===== src/rtl/uart_tx_ctrl.sv =====
// UART transmit controller: frames a parallel word as start bit, LSB-first data,
// optional parity and stop bit, one bit per clock, with registered TX_OUT/Busy.
module uart_tx_ctrl #(
    parameter int DATA_WIDTH = 8
) (
    input  logic                  uart_tx_ctrl_CLK,
    input  logic                  uart_tx_ctrl_RST,
    input  logic [DATA_WIDTH-1:0] P_DATA,
    input  logic                  Data_Valid,
    input  logic                  PAR_EN,
    input  logic                  par_bit,
    output logic                  TX_OUT,
    output logic                  Busy
);

    localparam int CNT_W = $clog2(DATA_WIDTH);
    localparam logic [CNT_W-1:0] LAST_BIT = CNT_W'(DATA_WIDTH - 1);

    localparam logic [2:0] IDLE   = 3'd0;
    localparam logic [2:0] START  = 3'd1;
    localparam logic [2:0] DATA   = 3'd2;
    localparam logic [2:0] PARITY = 3'd3;
    localparam logic [2:0] STOP   = 3'd4;

    logic [2:0]            state, state_nxt;
    logic [DATA_WIDTH-1:0] shreg, shreg_nxt;
    logic [CNT_W-1:0]      cnt, cnt_nxt;
    logic                  par_lat, par_nxt;
    logic                  pen_lat, pen_nxt;
    logic                  tx_nxt;

    // TX_OUT is computed for the state being entered, so the registered line
    // changes on the same edge as the state register.
    always_comb begin
        // NOTE: every signal gets a default first so no path can infer a latch.
        state_nxt = state;
        shreg_nxt = shreg;
        cnt_nxt   = cnt;
        par_nxt   = par_lat;
        pen_nxt   = pen_lat;
        tx_nxt    = 1'b1;
        case (state)
            IDLE: begin
                if (Data_Valid) begin
                    shreg_nxt = P_DATA;
                    pen_nxt   = PAR_EN;
                    cnt_nxt   = '0;
                    state_nxt = START;
                    tx_nxt    = 1'b0;
                end
            end
            START: begin
                // The parity calculator registers par_bit on the accepting edge.
                par_nxt   = par_bit;
                state_nxt = DATA;
                tx_nxt    = shreg[0];
                shreg_nxt = shreg >> 1;
            end
            DATA: begin
                if (cnt == LAST_BIT) begin
                    if (pen_lat) begin
                        state_nxt = PARITY;
                        tx_nxt    = par_lat;
                    end else begin
                        state_nxt = STOP;
                    end
                end else begin
                    cnt_nxt   = cnt + 1'b1;
                    tx_nxt    = shreg[0];
                    shreg_nxt = shreg >> 1;
                end
            end
            PARITY: state_nxt = STOP;
            STOP:   state_nxt = IDLE;
            default: state_nxt = IDLE;
        endcase
    end

    always_ff @(posedge uart_tx_ctrl_CLK) begin
        // NOTE: sequential state uses non-blocking assignments so every register
        // samples the pre-edge values regardless of statement order.
        if (uart_tx_ctrl_RST) begin
            state   <= IDLE;
            TX_OUT  <= 1'b1;
            Busy    <= 1'b0;
            cnt     <= '0;
            shreg   <= '0;
            par_lat <= 1'b0;
            pen_lat <= 1'b0;
        end else begin
            state   <= state_nxt;
            TX_OUT  <= tx_nxt;
            Busy    <= (state_nxt != IDLE);
            cnt     <= cnt_nxt;
            shreg   <= shreg_nxt;
            par_lat <= par_nxt;
            pen_lat <= pen_nxt;
        end
    end

endmodule


===== config.mk =====
export PLATFORM = sky130hd
export DESIGN_NAME = uart_tx_ctrl
export DESIGN_NICKNAME = d
export VERILOG_FILES = /design/src/rtl/uart_tx_ctrl.sv
export SDC_FILE = /design/constraint.sdc
export NUM_CORES = 1
export LEC_CHECK = 0
export ABC_CLOCK_PERIOD_IN_PS = 2450
export CELL_PAD_IN_SITES_DETAIL_PLACEMENT = 1
export CELL_PAD_IN_SITES_GLOBAL_PLACEMENT = 2
export CORE_ASPECT_RATIO = 1.2
export CORE_UTILIZATION = 31
export CTS_CLUSTER_DIAMETER = 100
export CTS_CLUSTER_SIZE = 24
export DETAILED_ROUTE_END_ITERATION = 7
export GPL_TIMING_DRIVEN = 0
export PLACE_DENSITY = 0.79
export SETUP_SLACK_MARGIN = 0.02
export SYNTH_ARGS = -nofsm -noshare
export SYNTH_HDL_FRONTEND = slang
export SYNTH_SLANG_ARGS = --single-unit
export TNS_END_PERCENT = 20

===== constraint.sdc =====
create_clock -name uart_tx_ctrl_CLK -period 2.45 [get_ports uart_tx_ctrl_CLK]
set_clock_uncertainty 0.05 [all_clocks]
set_input_delay 0.3675 -clock uart_tx_ctrl_CLK [delete_from_list [all_inputs] [get_ports uart_tx_ctrl_CLK]]
set_output_delay 0.3675 -clock uart_tx_ctrl_CLK [all_outputs]
set_load 0.01 [all_outputs]

* Word level (Yosys, flattened, before mapping)
Cells that the tools add are included.
** Storage, ports and cells
- Flip-flop bits (word level) :: 18
- Output and inout port bits :: 2
- Logic and storage cells :: 35
** Cells by class
- Add/subtract/negate cells :: 1
- Equal/unequal tests :: 6
- Mux-type cells :: 14
- Reduce and logical (&&, ||, !) cells :: 7
** Operator list (number)
- case mux 8 bit (3 select lines) :: 1
- two-way mux 8 bit :: 2
- two-way mux 3 bit :: 5
- case mux 3 bit (4 select lines) :: 1
- == test 3 x 2 -> 1 bit, second input constant :: 2
- case mux 3 bit (2 select lines) :: 1
- AND reduction 3 bit :: 2
- nonzero test 3 bit :: 2
- != test 2 bit, second input constant :: 2
- adder 3 x 1 -> 3 bit, second input constant :: 1
- == test 3 x 1 -> 1 bit, second input constant :: 1
- == test 3 bit, second input constant :: 1
- zero test 3 bit :: 1
- two-way mux 1 bit :: 3
- case mux 1 bit (3 select lines) :: 1
- AND reduction 2 bit :: 1
- nonzero test 2 bit :: 1

* Depth between registers and ports, before layout
- Depth in word-level cells :: 4
- Mapped depth :: 7
- Depth with buffers taken out :: 6

* Least setup slack after synthesis
Ideal clock, no wire load.
- Kind :: register to register
- Start point :: register cnt[0]
- End point :: register shreg[5]
- Data arrival time :: 1.707 ns
- Path slack :: 0.613 ns
- Cell stages (with the launch flop) :: 8
- Period minus slack after synthesis :: 1.837 ns
- Cells stage by stage :: dfxtp_1 > ha_1 > ha_1 > or4b_4 > o31ai_4 > buf_8 > nor2_1 > a211oi_2
** Between the ends
- Longest elaborated chain between the ends :: 3
** Ends and longest elaborated chain
- from (decl) :: RTL line 27 : logic [CNT_W-1:0] cnt, cnt_nxt;
- from (signal assigned) :: RTL line 94 : cnt <= cnt_nxt;
- == test 3 bit :: RTL line 60 : if (cnt == LAST_BIT) begin
- != test 2 bit (no line)
- AND reduction 3 bit (no line)
- to (signal assigned) :: RTL line 95 : shreg <= shreg_nxt;
- to (decl) :: RTL line 26 : logic [DATA_WIDTH-1:0] shreg, shreg_nxt;
No other way between the ends.
A chain may end at the register's enable or synchronous reset.

* Worst setup path after layout
- Start point :: register cnt[0]
- End point :: register shreg[6]
Same word-level chain as after synthesis.

==> results.json <==
{
  "setup.worst_path.end_class": "register",
  "drt-pass1-iter-count": 1,
  "asyncSetResetFlopFracSynth_pct": 0,
  "post-route-min-period_ns": 2.03,
  "timing_worst_slew_pin_value_ns": 0.569,
  "timing.slew.headroom_pct": 62.1,
  "postLayoutSetupSlackWorst_ns": 0.419,
  "netlist.top_cell.by_area": "dfxtp_1",
  "dieHeight_um": 59.6,
  "final.setup.tns_ns": 0,
  "holdBufCountCts": 0,
  "synthMuxAreaShare_pct": 8.19,
  "num_antenna_cells": 0,
  "fin_nets": 125,
  "worstSetupPathType": "reg2reg",
  "reg2regPathDepth": 7,
  "cts_buffers": 3,
  "fin_area_mm2": 0.00107,
  "synthAdderAreaFrac_pct": 2.92,
  "n_fill_cell": 315,
  "multi_input_comb_area_um2": 453,
  "regToRegStartpoint": "cnt[0]",
  "cell_count_after_placement": 138,
  "hold-path-cell-count": 2,
  "cts_post_setup_buffers_inserted": 0,
  "cp-start-kind": "register",
  "timing.final.crit_share_pct": 82.9,
  "cts-resized-gates": 0,
  "antenna_found_initial": 0,
  "layout.cells.most_common_list": "dfxtp_1, nor2_1, clkdlybuf4s50_1, mux2i_1, a21oi_1",
  "synthesis.instances": 91,
  "grt_first_pass_wirelength_mm": 3.39,
  "regToRegSetupSlack_ns": 0.42,
  "routedWlPerCell_um": 13.3,
  "drc": 0,
  "timing.hold.worst.start": "cnt[2]",
  "synth.yosys.seq_area_share_pct": 42.1,
  "grt_start_max_net_pins": 11,
  "dominant_combinational_cell_family_by_area_after_synthesis": "compound AO/OA/AOI/OAI gates",
  "floorplan.die.width_um": 50.0,
  "first_global_vias": 771,
  "global_route.usage.total_pct": 15.3,
  "synth_area_um2": 856,
  "synth.top_cell.area_share_pct": 42.1,
  "vdd_ir_drop_max_v": 0.000350,
  "core_area_mm2": 0.00258,
  "final_layout_size_suffix_gt1_share_pct": 11.0,
  "final_antenna_net_count": 0,
  "overflow": 0,
  "cell_row_count": 20,
  "i_o_pin_cnt": 15,
  "report.final.setup_viol": 0,
  "synth_enable_flop_cells": 0,
  "yosysWarnings": 0,
  "maxCapViolCount": 0,
  "area_growth_syn_to_layout_pct": 25.4,
  "synthesis.nets": 106,
  "arrival_ns": 2.20,
  "synth_xor_area_share_pct": 0,
  "drt-initial-drc-count": 0,
  "grt_setup_unrepaired": "no",
  "clock_tree.root_cell": "clkbuf_4",
  "synth_compound_gate_area_share_pct": 21.3,
  "placer_congestion": 0.781,
  "run_status": "finished clean",
  "worstPathRequired_ns": 2.62,
  "vias": 720,
  "seq_area_um2": 360,
  "power.leakage_nw": 0.395,
  "start_util_pct": 33.2,
  "synthFlopType": "dfxtp_1",
  "clkLatencyLatePin_ns": 0.30,
  "worst_hold_path.endpoint": "cnt[2]",
  "die_area_mm2": 0.00298,
  "io_buffer_count": 14,
  "place_area_mm2": 0.00104,
  "number_of_standard_cells_in_the_final_layout_excluding_fillers": 142,
  "final-max-slew-violation-count": 0,
  "timing.hold.worst.class": "reg2reg",
  "dp_slack_ns": 0.434,
  "clkTransAtPathRegs_ns": 0.11,
  "synth_cell_type_count": 29,
  "critical_path_peak_fanout": 10,
  "end_of_the_worst_register_to_register_path": "shreg[6]",
  "synth-seq-cells": 18,
  "mostFrequentLayoutCell": "dfxtp_1",
  "cts_num_sinks": 18,
  "yosys.area_share.simple_pct": 20.5,
  "setup.worst_path.start": "cnt[0]",
  "avgSynthCellArea_um2": 9.40,
  "power_density_mw_per_mm2": 619,
  "clock_tree.buffer_depth": 2,
  "finalHoldViolCount": 0,
  "detail_route.vias_per_cell": 5.07,
  "achievable-frequency_mhz": 492,
  "route.final.wire_length_mm": 1.88,
  "htreeDepth": 1,
  "post_synth_main_area_contributors": "dfxtp_1, mux2i_1, nor2_1",
  "tritoncts": "built",
  "half_perimeter_wire_length_after_detailed_placement_mm": 1.46
}
==> through the flow <==
stage | utilization [%] | hold WS, ns | total power, W
final | 41.7 | 0.417 | 0.000665
after floorplan | - | 0.386 | 0.000435
after CTS | 41.7 | 0.423 | 0.000673
after global placement | 40.2 | 0.395 | 0.000481
after detailed placement | 40.2 | 0.408 | 0.000486
after global routing | 41.7 | 0.455 | 0.000705
==> flip-flops by register name, summed over array words and instances, names as in the netlist <==
name	count
shreg	8
cnt	3
state	3
Busy	1
TX_OUT	1
par_lat	1
pen_lat	1
==> cell usage after synthesis, types with 2 or more instances <==
cell type	number
dfxtp_1	18
nor2_1	17
a21oi_1	7
mux2i_1	7
a211oi_1	5
nand2_1	5
nand2b_1	3
a211oi_2	2
clkbuf_1	2
ha_1	2
nand3b_1	2
nand4_1	2
nor2b_1	2
o21ai_0	2
==> final cells by class <==
cell class	count	area share (%)
Tap cell	33	3.85
Buffer	5	3.61
Timing Repair Buffer	14	13.1
Sequential cell	18	33.6
Clock buffer	4	3.38
Inverter	1	0.350
Multi-Input combinational cell	67	42.2
==> report_power, final <==
part           internal (W)  leakage (nW)  switching [W]
combinational     0.0000731         0.226      0.0000714
clock             0.0000906        0.0210      0.0000970
sequential         0.000318         0.148      0.0000145
==> cell families after synthesis <==
| group | after synthesis |
|---|---|
| fa+ha+maj | 2 |
| buf+inv | 6 |
| simple gates | 35 |
| compound gates | 23 |
| mux | 7 |
| flops | 18 |
==> worst max path at each step <==
stage / to / slack (ns) / depth (start not counted)
finish: shreg[6] / 0.42 / 7
global route: shreg[6] / 0.33 / 7
CTS: shreg[6] / 0.41 / 7
detailed placement: shreg[6] / 0.43 / 7
global placement: shreg[5] / 0.47 / 7
floorplan: shreg[5] / 0.61 / 7
==> critical path, cell delays in order, from the launching register on <==
cell	delay, ns
dfxtp_1	0.34
ha_1	0.20
ha_1	0.25
or4b_4	0.53
o31ai_4	0.13
buf_8	0.19
nor2_1	0.06
a211oi_2	0.19
==> routing by layer <==
| layer | vias to the layer above | part of all wire, % | global-route usage (%) |
|---|---|---|---|
| li1 | 362 | - | - |
| met1 | 340 | 45 | 16.4 |
| met2 | 14 | 51 | 28.6 |
| met3 | 4 | 2.5 | 3.08 |
| met4 | 0 | 1.4 | 7.35 |
| met5 | - | 0 | 0 |
No activity file was read; power rests on OpenSTA's default activity.
